[config.mk]
export PLATFORM = sky130hd
export DESIGN_NAME = track_sequencer
export DESIGN_NICKNAME = d
export VERILOG_FILES = /design/src/rtl/track_sequencer.sv
export SDC_FILE = /design/constraint.sdc
export NUM_CORES = 2
export LEC_CHECK = 0
export ABC_AREA = 1
export ABC_CLOCK_PERIOD_IN_PS = 96800
export BUFFER_PORTS_ARGS = -buffer_cell sky130_fd_sc_hd__buf_2
export CAP_MARGIN = 10
export CORE_UTILIZATION = 40
export CTS_CLUSTER_SIZE = 12
export DETAILED_ROUTE_END_ITERATION = 12
export PLACE_DENSITY = 0.54
export SLEW_MARGIN = 30
export SYNTH_ARGS = -nofsm -noshare
export SYNTH_HDL_FRONTEND = slang
export SYNTH_SLANG_ARGS = --single-unit
[constraint.sdc]
create_clock -name CLOCK_50 -period 96.8 [get_ports CLOCK_50]
set_input_delay 14.52 -clock CLOCK_50 [delete_from_list [all_inputs] [get_ports CLOCK_50]]
set_output_delay 14.52 -clock CLOCK_50 [all_outputs]
set_load 0.02 [all_outputs]
[src/rtl/track_sequencer.sv]
// -----------------------------------------------------------------------------
// track_sequencer
// Multi-track note sequencer: TRACKS x NOTES words of {len, octave, pitch},
// a per-track length register, and a one-hot-free IDLE/LOAD/PLAY/DONE player
// that times each note as (len+1) units of (UNIT_TICKS >> tempo) clocks.
//
// Build option: define TRACK_SEQUENCER_LOOP_EN to make playback wrap from the
// last note back to slot 0 (done pulses once per pass) instead of stopping.
// -----------------------------------------------------------------------------
module track_sequencer #(
  parameter int UNIT_TICKS = 3125000,
  parameter int TRACKS     = 8,
  parameter int NOTES      = 16
) (
  input  logic       CLOCK_50,
  input  logic       reset,
  input  logic       wr_en,
  input  logic       wr_field,
  input  logic [2:0] wr_track,
  input  logic [3:0] wr_index,
  input  logic [5:0] wr_pitch,
  input  logic [2:0] wr_len,
  input  logic       play_start,
  input  logic       play_stop,
  input  logic [2:0] play_track,
  input  logic [1:0] tempo,
  output logic [8:0] note_out,
  output logic       note_valid,
  output logic [3:0] note_index,
  output logic       playing,
  output logic       done,
  output logic [4:0] track_len
);

  // Tick counter width: wide enough to hold UNIT_TICKS itself.
  localparam int TW = (UNIT_TICKS > 1) ? $clog2(UNIT_TICKS + 1) : 1;

  typedef enum logic [1:0] {
    S_IDLE = 2'd0,
    S_LOAD = 2'd1,
    S_PLAY = 2'd2,
    S_DONE = 2'd3
  } state_t;

  // Note storage and per-track lengths
  logic [8:0]    r_mem [TRACKS][NOTES];
  logic [4:0]    r_len [TRACKS];

  // Player state
  state_t        r_state;
  logic [2:0]    r_track;
  logic [3:0]    r_index;
  logic [3:0]    r_units;
  logic [TW-1:0] r_ticks;
  logic [TW-1:0] r_reload;
  logic [8:0]    r_note_out;
  logic          r_note_valid;
  logic          r_playing;
  logic          r_done;

  // Combinational helpers
  logic [4:0]    w_wr_slot_len;
  logic [4:0]    w_sel_len;
  logic [8:0]    w_cur_word;
  logic [4:0]    w_cur_len;
  logic [TW-1:0] w_shifted;
  logic [TW-1:0] w_period;
  logic [TW-1:0] w_tick_reload;
  logic          w_last_note;
  logic          w_unit_last;
  logic          w_tick_zero;

  // Derive write length, read-out words, tick period and end-of-note flags
  always_comb begin
    w_wr_slot_len = {1'b0, wr_index} + 5'd1;
    w_sel_len     = r_len[play_track];
    w_cur_word    = r_mem[r_track][r_index];
    w_cur_len     = r_len[r_track];
    w_shifted     = TW'(UNIT_TICKS) >> tempo;
    // A very small UNIT_TICKS at fast tempo could shift to zero; never
    // let a unit be shorter than one clock.
    if (w_shifted == TW'(0)) begin
      w_period = TW'(1);
    end else begin
      w_period = w_shifted;
    end
    w_tick_reload = w_period - TW'(1);
    // ">=" also terminates cleanly if the track shrinks by reset-free means.
    w_last_note   = (({1'b0, r_index} + 5'd1) >= w_cur_len);
    w_unit_last   = (r_units == 4'd1);
    w_tick_zero   = (r_ticks == TW'(0));
  end

  // Storage write port: pitch writes grow the track length, length writes do not
  always_ff @(posedge CLOCK_50 or posedge reset) begin
    if (reset) begin
      for (int t = 0; t < TRACKS; t++) begin
        r_len[t] <= 5'd0;
        for (int n = 0; n < NOTES; n++) begin
          r_mem[t][n] <= 9'd0;
        end
      end
    end else if (wr_en) begin
      if (wr_field == 1'b0) begin
        r_mem[wr_track][wr_index][5:0] <= wr_pitch;
        if (w_wr_slot_len > r_len[wr_track]) begin
          r_len[wr_track] <= w_wr_slot_len;
        end else begin
          r_len[wr_track] <= r_len[wr_track];
        end
      end else begin
        r_mem[wr_track][wr_index][8:6] <= wr_len;
      end
    end else begin
      r_len <= r_len;
    end
  end

  // Playback state machine with registered outputs; stop overrides everything
  always_ff @(posedge CLOCK_50 or posedge reset) begin
    if (reset) begin
      r_state      <= S_IDLE;
      r_track      <= 3'd0;
      r_index      <= 4'd0;
      r_units      <= 4'd0;
      r_ticks      <= TW'(0);
      r_reload     <= TW'(0);
      r_note_out   <= 9'd0;
      r_note_valid <= 1'b0;
      r_playing    <= 1'b0;
      r_done       <= 1'b0;
    end else begin
      r_done <= 1'b0;
      if (play_stop) begin
        // Abort (or, in IDLE, suppress a simultaneous start) without done.
        r_state      <= S_IDLE;
        r_note_valid <= 1'b0;
        r_playing    <= 1'b0;
      end else begin
        case (r_state)
          S_IDLE: begin
            r_note_valid <= 1'b0;
            if (play_start) begin
              r_track   <= play_track;
              r_index   <= 4'd0;
              r_playing <= 1'b1;
              if (w_sel_len != 5'd0) begin
                r_state <= S_LOAD;
              end else begin
                r_state <= S_DONE;
                r_done  <= 1'b1;
              end
            end else begin
              r_playing <= 1'b0;
            end
          end

          S_LOAD: begin
            // Storage is read before this edge's write lands, so a colliding
            // write is seen only on the next pass.
            r_note_out   <= w_cur_word;
            r_units      <= {1'b0, w_cur_word[8:6]} + 4'd1;
            r_ticks      <= w_tick_reload;
            r_reload     <= w_tick_reload;
            r_note_valid <= 1'b1;
            r_playing    <= 1'b1;
            r_state      <= S_PLAY;
          end

          S_PLAY: begin
            if (w_tick_zero) begin
              r_ticks <= r_reload;
              r_units <= r_units - 4'd1;
              if (w_unit_last) begin
                r_note_valid <= 1'b0;
                if (w_last_note) begin
`ifdef TRACK_SEQUENCER_LOOP_EN
                  r_index <= 4'd0;
                  r_state <= S_LOAD;
                  r_done  <= 1'b1;
`else
                  r_state <= S_DONE;
                  r_done  <= 1'b1;
`endif
                end else begin
                  r_index <= r_index + 4'd1;
                  r_state <= S_LOAD;
                end
              end else begin
                r_note_valid <= 1'b1;
              end
            end else begin
              r_ticks <= r_ticks - TW'(1);
            end
          end

          S_DONE: begin
            r_note_valid <= 1'b0;
            r_playing    <= 1'b0;
            r_state      <= S_IDLE;
          end

          default: begin
            r_note_valid <= 1'b0;
            r_playing    <= 1'b0;
            r_state      <= S_IDLE;
          end
        endcase
      end
    end
  end

  assign note_out   = r_note_out;
  assign note_valid = r_note_valid;
  assign note_index = r_index;
  assign playing    = r_playing;
  assign done       = r_done;
  assign track_len  = w_sel_len;

endmodule
== Word level (Yosys, flattened, before mapping) ==
Cells that the tools add are included.
Storage, ports and cells
  register bits after elaboration: 1261
  bits of input ports: 27
  output and inout bits: 21
  logic and storage cells: 260
Cells by class
  add/subtract/negate cells: 7
  order comparisons: 9
  equal/unequal tests: 11
  shift operators: 1
  mux-type cells: 62
  bitwise operators: 7
  reduce and logical (&&, ||, !) cells: 17
Operator list (count)
  $bwmux 1152: 2
  $mux 1152: 1
  $demux 144 s3: 2
  $mux 144: 4
  $bmux 144 s3: 1
  $bwmux 40: 2
  $demux 9 s4: 2
  $bmux 5 s3: 3
  $logic_not 22->1: 2
  $mux 22: 2
  $pmux 22 s2: 1
  $sub 22x1->22 const B: 2
  $mux 40: 1
  $bmux 9 s4: 1
  $mux 5: 7
  $mux 9: 3
  $shr 22x2->22 const A: 1
  $mux 4: 5
  $pmux 4 s2: 2
  $demux 5 s3: 1
  $ge 4x4->1 const B: 3
  $mux 2: 6
  $not 3->4: 3
  $mux 1: 11
  29 further kinds: 46

== Logic depth before layout (Yosys ltp) ==
  depth in word-level cells: 10
  gate-level depth with buffers: 21
  gate-level depth less buffers: 19

== Least setup slack after synthesis ==
No wires, ideal clock.
  path type: input port to output port
  start point: input play_track[0]
  end point: output track_len[0]
  arrival: 15.360 ns
  data required time: 82.280 ns
  path slack: 66.920 ns
  stages: 7
  buffers on the path: 1
  path through: inv_1 clkbuf_1 a21oi_1 o21ai_0 nand2_1 o21ai_0 inv_1
On the way
  cells in the longest elaborated chain, start to end: 4
Ends and longest elaborated chain
  start, declared: line 25  | input logic [2:0] play_track,
  $not 3->4 (not written as such): line 76  | w_sel_len = r_len[play_track];
  $bmux 5 s3: line 76
  $mux 5 (not written as such) (2 in a row): line 76
  end, declared: line 32  | output logic [4:0] track_len
No other way between the ends. The select of a mux whose other input is x is not followed.

== Worst setup path in the final report ==
Same ends and word-level chain as after synthesis.

==> metrics.txt <==
setup bufs post-CTS=0; clk_lat worst skew=0.78 ns; Worst Clk Skew=0.0220 ns; GPL Wtd Cong=0.860; largest net degree at the start of global routing=220; Final Hold Vio Count=0; RSZ-0062 raised after global routing=false; global-route wire length before repair=289 mm; TritonCTS buffer count=143; Worst Tran Pin Value=about 1.1 ns; critical path arrival=15.99 ns; synthesized instance count=7,271; Via-to-Cell Ratio=5.47; cell taking the most area after synthesis=dfrtp_1; wire length on met1=84.8 mm; Vias=49,200; Hold WC Path Type=reg2reg; critical-path maximum fanout=21; Setup CP Type=in2out; DR top layer=met4; setup tns final=0 ns; clock slew at reported path FFs=0.06 ns; initial antenna violation count=5; Longest Clk Path Bufs=3; HPWL Detailed=between 100 and 150 mm; io pins=48; ys flop type=dfrtp_1; vias in the first global route=between 40,000 and 50,000; layout cells sized above 1=0.0555; Worst setup EP type=output pin; Max Cap Viol=0; Worst R2R Start=r_track[1]; Worst slew margin=0.272; Worst Path Required=a little over 80 ns; Post-synth EDFFs=0; drt first pass iters=9; crit start category=input port; Setup-failing EPs final=0; Peak Freq=32.8 MHz; crit share post-route=0.315; die width=~380 um; top cell type's share of synthesized area=0.539; syn avg cell area=8.01 um2; worst reg-to-reg setup slack=92.06 ns; most frequent cells after synthesis=nand2_1 (2,215), o21ai_0 (1,625), dfrtp_1 (1,254); R2R cell count=15; end of the critical path=track_len[0]; H-tree depth=4; Cell variety after synth=43; register bit count reported by yosys=1,254; Global Route Usage Sum=0.251; # hold bufs at CTS=0; # fillers=14,600; routed wire length=184 mm; final cell count without fillers=9,000; final slew viol count=0; CTS Root Cell=clkbuf_16; worst vdd ir=0.0179 mV; CTS tree=done; placement row count=139; post-synthesis sequential area ratio=0.539; met3 routed WL=9.34 mm; Final ANT Viol Nets=0; Synth Net Count=7,322; routed len/inst=20.4 um; post-synthesis cell area=0.0582 mm2; asr flop ratio synth=1.00; Synth warnings=0; Area Overhead vs Synth=9.91%; FF-to-FF End=r_units[1]; PD cells=26.4 mW/mm2; die area=0.147 mm2; fin util=0.445; initial cell density of the core=0.404; status=finished with violations; PortBufs=47; DRC violations left=3; placed cell count=8,744; Die Height=384 um; failing checks=design-rule violations; post_cts resized=0; top post-synthesis cells by area=dfrtp_1 (54%), nand2_1 (14%), o21ai_0 (14%); 1st-iter DRT viols=4,601; routed wl met2=85.1 mm; Core Region=0.144 mm2; Leak Pwr=28.1 nW; CTS sink count=about 1,300; Final #Nets=7,038; GRT overflow=0; most numerous cell in the Yosys netlist=nand2_1; Critical Path Start=play_track[0]; Final min period=between 30 and 40 ns; Fin Hold WS=0.456 ns
## flip-flops by register name, indices dropped and copies added (netlist names)
signal      flops
playing         1
note_valid      1
note_index      4
r_state         2
done            1
r_len          40
note_out        9
r_reload       15
r_track         3
r_units         4
r_mem        1152
r_ticks        22
## kinds of logic (layout without fill, tap and decap cells)
group	after synthesis	after routing	share of synthesized area
xor gates and xnor gates	17	17	0.00256
and+or+nand+nor	3281	3281	0.224
other	0	1	0
muxes	5	5	0.000967
AOI/OAI and AO/OA	1989	1989	0.177
buffers and inverters	701	526	0.0515
adders and majority gates	24	24	0.00516
DFF	1254	1254	0.539
## how the worst min path moves through the flow
| stage | cells past startpoint | slack (ns) | end | startpoint |
|---|---|---|---|---|
| final | 2 | 0.46 | r_reload[16] | r_reload[16] |
| after CTS | 2 | 0.46 | r_reload[16] | r_reload[16] |
| after detailed placement | 2 | 0.44 | r_reload[16] | r_reload[16] |
| after floorplan | 2 | 0.42 | r_reload[16] | r_reload[16] |
| after global placement | 2 | 0.44 | r_reload[16] | r_reload[16] |
| after global routing | 1 | 0.49 | r_reload[15] | r_reload[15] |
## where the power goes
group	switching, mW	total, mW	internal [mW]
Combinational	0.379	0.527	0.148
Sequential	0.0465	0.613	0.566
Clock	0.226	0.552	0.326
Total	0.651	1.69	1.04
## worst max-delay path, cell delays in order
cell and delay (ns):
buf_2 0.28, inv_1 0.32, o21ai_0 0.24, nand2_1 0.08, o21ai_0 0.30, inv_1 0.07
buf_2 0.16
## area by class of cell
| cell class | count | area, um2 | share of cell area |
|---|---|---|---|
| sequential | 1254 | 31400 | 0.490 |
| antenna | 1 | 2.50 | 0.0000391 |
| tap | 1903 | 2380 | 0.0372 |
| timing repair buffer | 126 | 940 | 0.0147 |
| inverter | 146 | 611 | 0.00954 |
| multi-input combinational | 5316 | 24000 | 0.374 |
| clock buffer | 212 | 4170 | 0.0652 |
| clock inverter | 42 | 562 | 0.00878 |
## layout by cell type (no fill, tap or decap), types with 6 or more instances in the layout
cell	n
nand2_1	2215
o21ai_0	1625
dfrtp_1	1250
nand3_1	536
nor2_1	478
o22ai_1	186
clkbuf_16	146
a21oi_1	129
inv_1	119
buf_4	63
buf_2	47
clkbuf_1	39
clkbuf_8	27
clkinv_2	24
ha_1	24
nor3_1	18
xor2_1	15
a22oi_1	13
buf_6	11
bufinv_16	10
inv_4	9
clkinv_1	9
nor2_4	8
nor2_2	7
nand4_1	7
o21ai_1	7
a31oi_1	6
## layer usage
layer / track usage / up-vias
met4: 0.0727 / 0
li1: - / 23700
met1: 0.352 / 24000
met3: 0.0344 / 278
met2: 0.403 / 1268
met5: 0 / -
## stage by stage
stage                     total power, mW  instance area, um2  setup slack (ns)
after floorplan                     0.977               58200             46.94
after global placement               1.14               59200             66.34
after detailed placement             1.15               59200             66.34
after CTS                            1.70               63900             66.33
after global routing                 1.79               64000             66.16
final                                1.69               64000             66.29
No activity file was read; power rests on OpenSTA's default activity.
